<file path="src/rtl/serial_adder_ctrl.sv">
// serial_adder_ctrl: LSB-first bit-serial adder with IDLE/SHIFT/DONE handshake.
// Define SERIAL_ADDER_CTRL_SUB_EN to add the sub port (a - b via ~b and carry-in 1).
module serial_adder_ctrl #(
    parameter int WIDTH = 8
) (
    input  logic             clk,
    input  logic             rst_n,
    input  logic             start,
    input  logic [WIDTH-1:0] a,
    input  logic [WIDTH-1:0] b,
    input  logic             cin,
`ifdef SERIAL_ADDER_CTRL_SUB_EN
    input  logic             sub,
`endif
    input  logic             ack,
    output logic             ready,
    output logic             busy,
    output logic             done,
    output logic [WIDTH-1:0] sum,
    output logic             cout
);
    localparam int CW = $clog2(WIDTH + 1);
    typedef enum logic [1:0] {IDLE, SHIFT, DONE} state_t;
    state_t           state_q, state_d;
    logic [WIDTH-1:0] a_q, a_d, b_q, b_d, r_q, r_d, sum_q, sum_d;
    logic [CW-1:0]    cnt_q, cnt_d;
    logic             c_q, c_d, cout_q, cout_d;
    logic [WIDTH-1:0] b_in;
    logic             c_in, s, co;
`ifdef SERIAL_ADDER_CTRL_SUB_EN
    assign b_in = sub ? ~b : b;
    assign c_in = sub | cin;
`else
    assign b_in = b;
    assign c_in = cin;
`endif
    assign s  = a_q[0] ^ b_q[0] ^ c_q;
    assign co = (c_q & (a_q[0] ^ b_q[0])) | (a_q[0] & b_q[0]);
    always_comb begin
        state_d = state_q;
        a_d     = a_q;
        b_d     = b_q;
        r_d     = r_q;
        c_d     = c_q;
        cnt_d   = cnt_q;
        sum_d   = sum_q;
        cout_d  = cout_q;
        case (state_q)
            IDLE: if (start) begin
                a_d     = a;
                b_d     = b_in;
                c_d     = c_in;
                cnt_d   = '0;
                state_d = SHIFT;
            end
            SHIFT: begin
                // result bit enters at the MSB so after WIDTH shifts bit 0 sits at LSB
                r_d   = (r_q >> 1) | (WIDTH'(s) << (WIDTH - 1));
                a_d   = a_q >> 1;
                b_d   = b_q >> 1;
                c_d   = co;
                cnt_d = cnt_q + CW'(1);
                if (cnt_q == CW'(WIDTH - 1)) begin
                    state_d = DONE;
                    sum_d   = r_d;
                    cout_d  = co;
                end
            end
            DONE: state_d = ack ? IDLE : DONE;
            default: state_d = IDLE;
        endcase
    end
    always_ff @(posedge clk or negedge rst_n) begin
        if (!rst_n) begin
            state_q <= IDLE;
            a_q     <= '0;
            b_q     <= '0;
            r_q     <= '0;
            c_q     <= 1'b0;
            cnt_q   <= '0;
            sum_q   <= '0;
            cout_q  <= 1'b0;
        end else begin
            state_q <= state_d;
            a_q     <= a_d;
            b_q     <= b_d;
            r_q     <= r_d;
            c_q     <= c_d;
            cnt_q   <= cnt_d;
            sum_q   <= sum_d;
            cout_q  <= cout_d;
        end
    end
    assign ready = state_q == IDLE;
    assign busy  = state_q == SHIFT || state_q == DONE;
    assign done  = state_q == DONE;
    assign sum   = sum_q;
    assign cout  = cout_q;
endmodule

</file>
<file path="config.mk">
export PLATFORM = sky130hd
export DESIGN_NAME = serial_adder_ctrl
export DESIGN_NICKNAME = d
export VERILOG_FILES = /design/src/rtl/serial_adder_ctrl.sv
export SDC_FILE = /design/constraint.sdc
export NUM_CORES = 1
export LEC_CHECK = 0
export CORE_ASPECT_RATIO = 0.9
export CORE_MARGIN = 2
export CORE_UTILIZATION = 51
export DETAILED_ROUTE_END_ITERATION = 6
export PLACE_DENSITY = 0.75
export RECOVER_POWER = 25
export SLEW_MARGIN = 20
export SYNTH_ARGS = -nofsm -noshare
export SYNTH_HDL_FRONTEND = slang
export SYNTH_SLANG_ARGS = --single-unit
</file>
<file path="constraint.sdc">
create_clock -name clk -period 1.9 [get_ports clk]
set_input_delay 0.57 -clock clk [delete_from_list [all_inputs] [get_ports clk]]
set_output_delay 0.57 -clock clk [all_outputs]
set_load 0.03 [all_outputs]
</file>
==> insert_results.sql <==
INSERT INTO impl_metrics (metric_group, metric, value, unit) VALUES
('global_route', 'grt_pass1_vias', '1212', ''),
('synthesis', 'mappedNetlistNets', '171', ''),
('timing', 'slew_viol_final', '0', ''),
('layout', 'area.growth.synth_to_final', '27.1', '%'),
('synthesis', 'netlist-cell-type-count', '25', ''),
('synthesis', 'ys.flop_type', 'sky130_fd_sc_hd__dfrtp_1', ''),
('timing', 'timing.final.crit_share', '0.953', ''),
('clock_network', 'tritoncts.num_buffers', '5', ''),
('global_route', 'grt_remaining_overflow', '0', ''),
('global_route', 'grt_pass1_wl', '5.09', 'mm'),
('floorplan', 'num_rows', '20', ''),
('layout', 'layout.filler_cells', '266', ''),
('route', 'detailroute.via_count', '1153', ''),
('outcome', 'run_status', 'finished clean', ''),
('pwr', 'power_density', '1400', 'nW/um2'),
('layout', 'combined_area_of_the_multi_input_logic_cells', '728', 'um2'),
('synthesis', 'post_synth_adder_cell_area', '0.0401', ''),
('clock_network', 'cts_setup_buffers', '0', ''),
('timing', 'finalWorstPathRequiredPeriod', '1.81', 'ns'),
('route', 'ant_nets', '0', ''),
('floorplan', 'floorplan.die.height', '59.5', 'um'),
('layout', 'final_core_utilization', '0.667', ''),
('synthesis', 'yosys.area_share.simple', '0.0931', ''),
('clock_network', 'clock_tree.htree_level_count', '2', ''),
('worst_setup_path', 'cp_data_required_time', '1.33', 'ns'),
('pwr', 'leakage', '0.00118', 'uW'),
('placed_design', 'dpl.hpwl', '2.15', 'mm'),
('synthesis', 'synthMuxAreaShare', '0.201', ''),
('synthesis', 'synthXorXnorAreaFrac', '0', ''),
('synthesis', 'synthesized_netlist_cell_count', '145', ''),
('clock_network', 'post_cts_hold_buffer_count', '0', ''),
('route', 'initialDrtViolationCount', '33', ''),
('layout', 'layout.nets', '208', ''),
('worst_setup_path', 'start_kind', 'register', ''),
('layout', 'number_of_diodes', '0', ''),
('global_route', 'groute.usage.overall', '0.177', ''),
('synthesis', 'synth_top_family_by_area', 'multiplexers', ''),
('route', 'route.detailed.drc', '0', ''),
('timing', 'report.final.hold_viol_count', '0', ''),
('synthesis', 'syn_area', '1750', 'um2'),
('placed_design', 'port-buffer-count', '32', ''),
('layout', 'most_used_cells_in_the_layout_excluding_fill_and_tap_cells', 'sky130_fd_sc_hd__dfrtp_1 (39), sky130_fd_sc_hd__nand2_1 (21), sky130_fd_sc_hd__clkdlybuf4s50_1 (19)', ''),
('clock_network', 'tritoncts', 'done', ''),
('clock_network', 'sink_count', '39', ''),
('floorplan', 'boundaryPins', '33', ''),
('timing', 'setup_violations', '0', ''),
('floorplan', 'core', '3330', 'um2'),
('clock_network', 'clkSlewWorstSetupHoldPaths', '0.07', 'ns'),
('floorplan', 'initial_core_utilization', '0.525', ''),
('worst_setup_path', 'crit_arrival', '1.24', 'ns'),
('pwr', 'vdd.ir_drop.worst', '715', 'uV'),
('timing', 'setup-tns-final', '0', 'ns'),
('synthesis', 'synth.yosys.seq_area_share', '0.559', ''),
('layout', 'regArea', '976', 'um2'),
('synthesis', 'ys_async_sr_fraction', '1.00', ''),
('global_route', 'antenna_found_initial', '0', ''),
('layout', 'mostFrequentLayoutCell', 'sky130_fd_sc_hd__dfrtp_1', ''),
('layout', 'final-instance-count-excl-fill', '227', ''),
('synthesis', 'synth_edf_count', '0', ''),
('clock_network', 'clockBufferDepth', '2', ''),
('timing', 'skew', '0.00611', 'ns'),
('timing', 'rsz0062_at_grt', 'false', ''),
('timing', 'max_freq', '0.552', 'GHz'),
('worst_setup_path', 'critical_path.endpoint_type', 'primary output', ''),
('clock_network', 'skew_pair_late_insertion_delay', '0.28', 'ns'),
('layout', 'share_of_cells_above_drive_strength_1', '0.197', ''),
('synthesis', 'ys.warnings.count', '0', ''),
('clock_network', 'cts_root_buffer', 'sky130_fd_sc_hd__clkbuf_8', ''),
('timing', 'tightestPinTransition', '1.01', 'ns'),
('global_route', 'grt_start_max_net_pins', '39', ''),
('flow_run', 'max-cap-violations', '0', '');
## metrics by stage
step,setup slack [ns],total power [uW],instance area (um2),hold slack (ns)
global placement,0.0362,2560,2120,0.463
finish,0.0897,3120,2220,0.433
CTS,0.0107,3160,2200,0.218
floorplan,0.167,2280,1750,0.274
global route,0.0275,3380,2220,0.511
detailed placement,-0.00886,2620,2120,0.471
## state kept, by name, summed over array words and instances (netlist names)
signal / cells
a_q: 8
b_q: 8
c_q: 1
cnt_q: 4
cout: 1
r_q: 7
state_q: 2
sum: 8
## kinds of logic (layout without fill, tap and decap cells)
family / after synthesis / after routing
AOI/OAI and AO/OA: 25 / 25
adders and majority gates: 5 / 5
buffers and inverters: 10 / 48
DFF: 39 / 39
muxes: 33 / 33
and+or+nand+nor: 33 / 33
## where the power goes
part	internal, uW	total [uW]	switching [uW]
clock	251	527	276
sequential	1140	1340	196
combinational	591	1250	660
total	1990	3120	1130
## worst paths after layout
| kind | slack [ns] | startpoint | cells past startpoint | end |
|---|---|---|---|---|
| worst min-delay path | 0.43 | rst_n | 1 | sum[6]$_DFFE_PN0P_ |
| min in group clk | 0.48 | b_q[2]$_DFFE_PN0P_ | 2 | b_q[2]$_DFFE_PN0P_ |
| worst max-delay path | 0.09 | state_q[1]$_DFFE_PN0P_ | 3 | busy |
| max in group asynchronous | 0.44 | rst_n | 2 | a_q[1]$_DFFE_PN0P_ |
| worst min register to register | 0.48 | b_q[2]$_DFFE_PN0P_ | 2 | b_q[2]$_DFFE_PN0P_ |
| worst max register to register | 0.21 | state_q[1]$_DFFE_PN0P_ | 5 | cnt_q[3]$_DFFE_PN0P_ |
## area by class of cell
| cell class | count | area share |
|---|---|---|
| multi-input cells | 96 | 0.328 |
| flip-flops and latches | 39 | 0.439 |
| inverters | 2 | 0.00338 |
| well taps | 44 | 0.0248 |
| repair buffers | 38 | 0.167 |
| clock inverters | 3 | 0.00676 |
| clock buffers | 5 | 0.0310 |
## synthesized netlist by cell type, types with 2 or more instances
master / n / share of area
sky130_fd_sc_hd__a21oi_1: 2 / 0.0057
sky130_fd_sc_hd__buf_2: 6 / 0.017
sky130_fd_sc_hd__dfrtp_1: 39 / 0.56
sky130_fd_sc_hd__ha_1: 4 / 0.029
sky130_fd_sc_hd__inv_1: 2 / 0.0043
sky130_fd_sc_hd__mux2_2: 16 / 0.10
sky130_fd_sc_hd__mux2i_1: 17 / 0.097
sky130_fd_sc_hd__nand2_1: 21 / 0.045
sky130_fd_sc_hd__nand2b_1: 3 / 0.011
sky130_fd_sc_hd__nand3_1: 3 / 0.0086
sky130_fd_sc_hd__o21ai_0: 17 / 0.049
sky130_fd_sc_hd__o21ai_1: 2 / 0.0057
## metal layers
metal | global-route usage | up-vias | share of wire
met5 | 0 | - | 0
met4 | 0.0893 | 0 | 0.014
met2 | 0.287 | 25 | 0.47
met1 | 0.224 | 545 | 0.47
li1 | - | 578 | -
met3 | 0.0399 | 5 | 0.046
## worst max-delay path: stages, from the launching register on
cell and delay, ns:
sky130_fd_sc_hd__dfrtp_1 0.39, sky130_fd_sc_hd__inv_1 0.12, sky130_fd_sc_hd__ha_2 0.28, sky130_fd_sc_hd__buf_4 0.16
## repair_timing
action | 4_1_cts | 5_1_grt
endpoints found under the setup margin | 0 | 11
gates resized for setup | 0 | 11
hold endpoints to repair | 0 | 0
(Power assumes the default switching activity.)
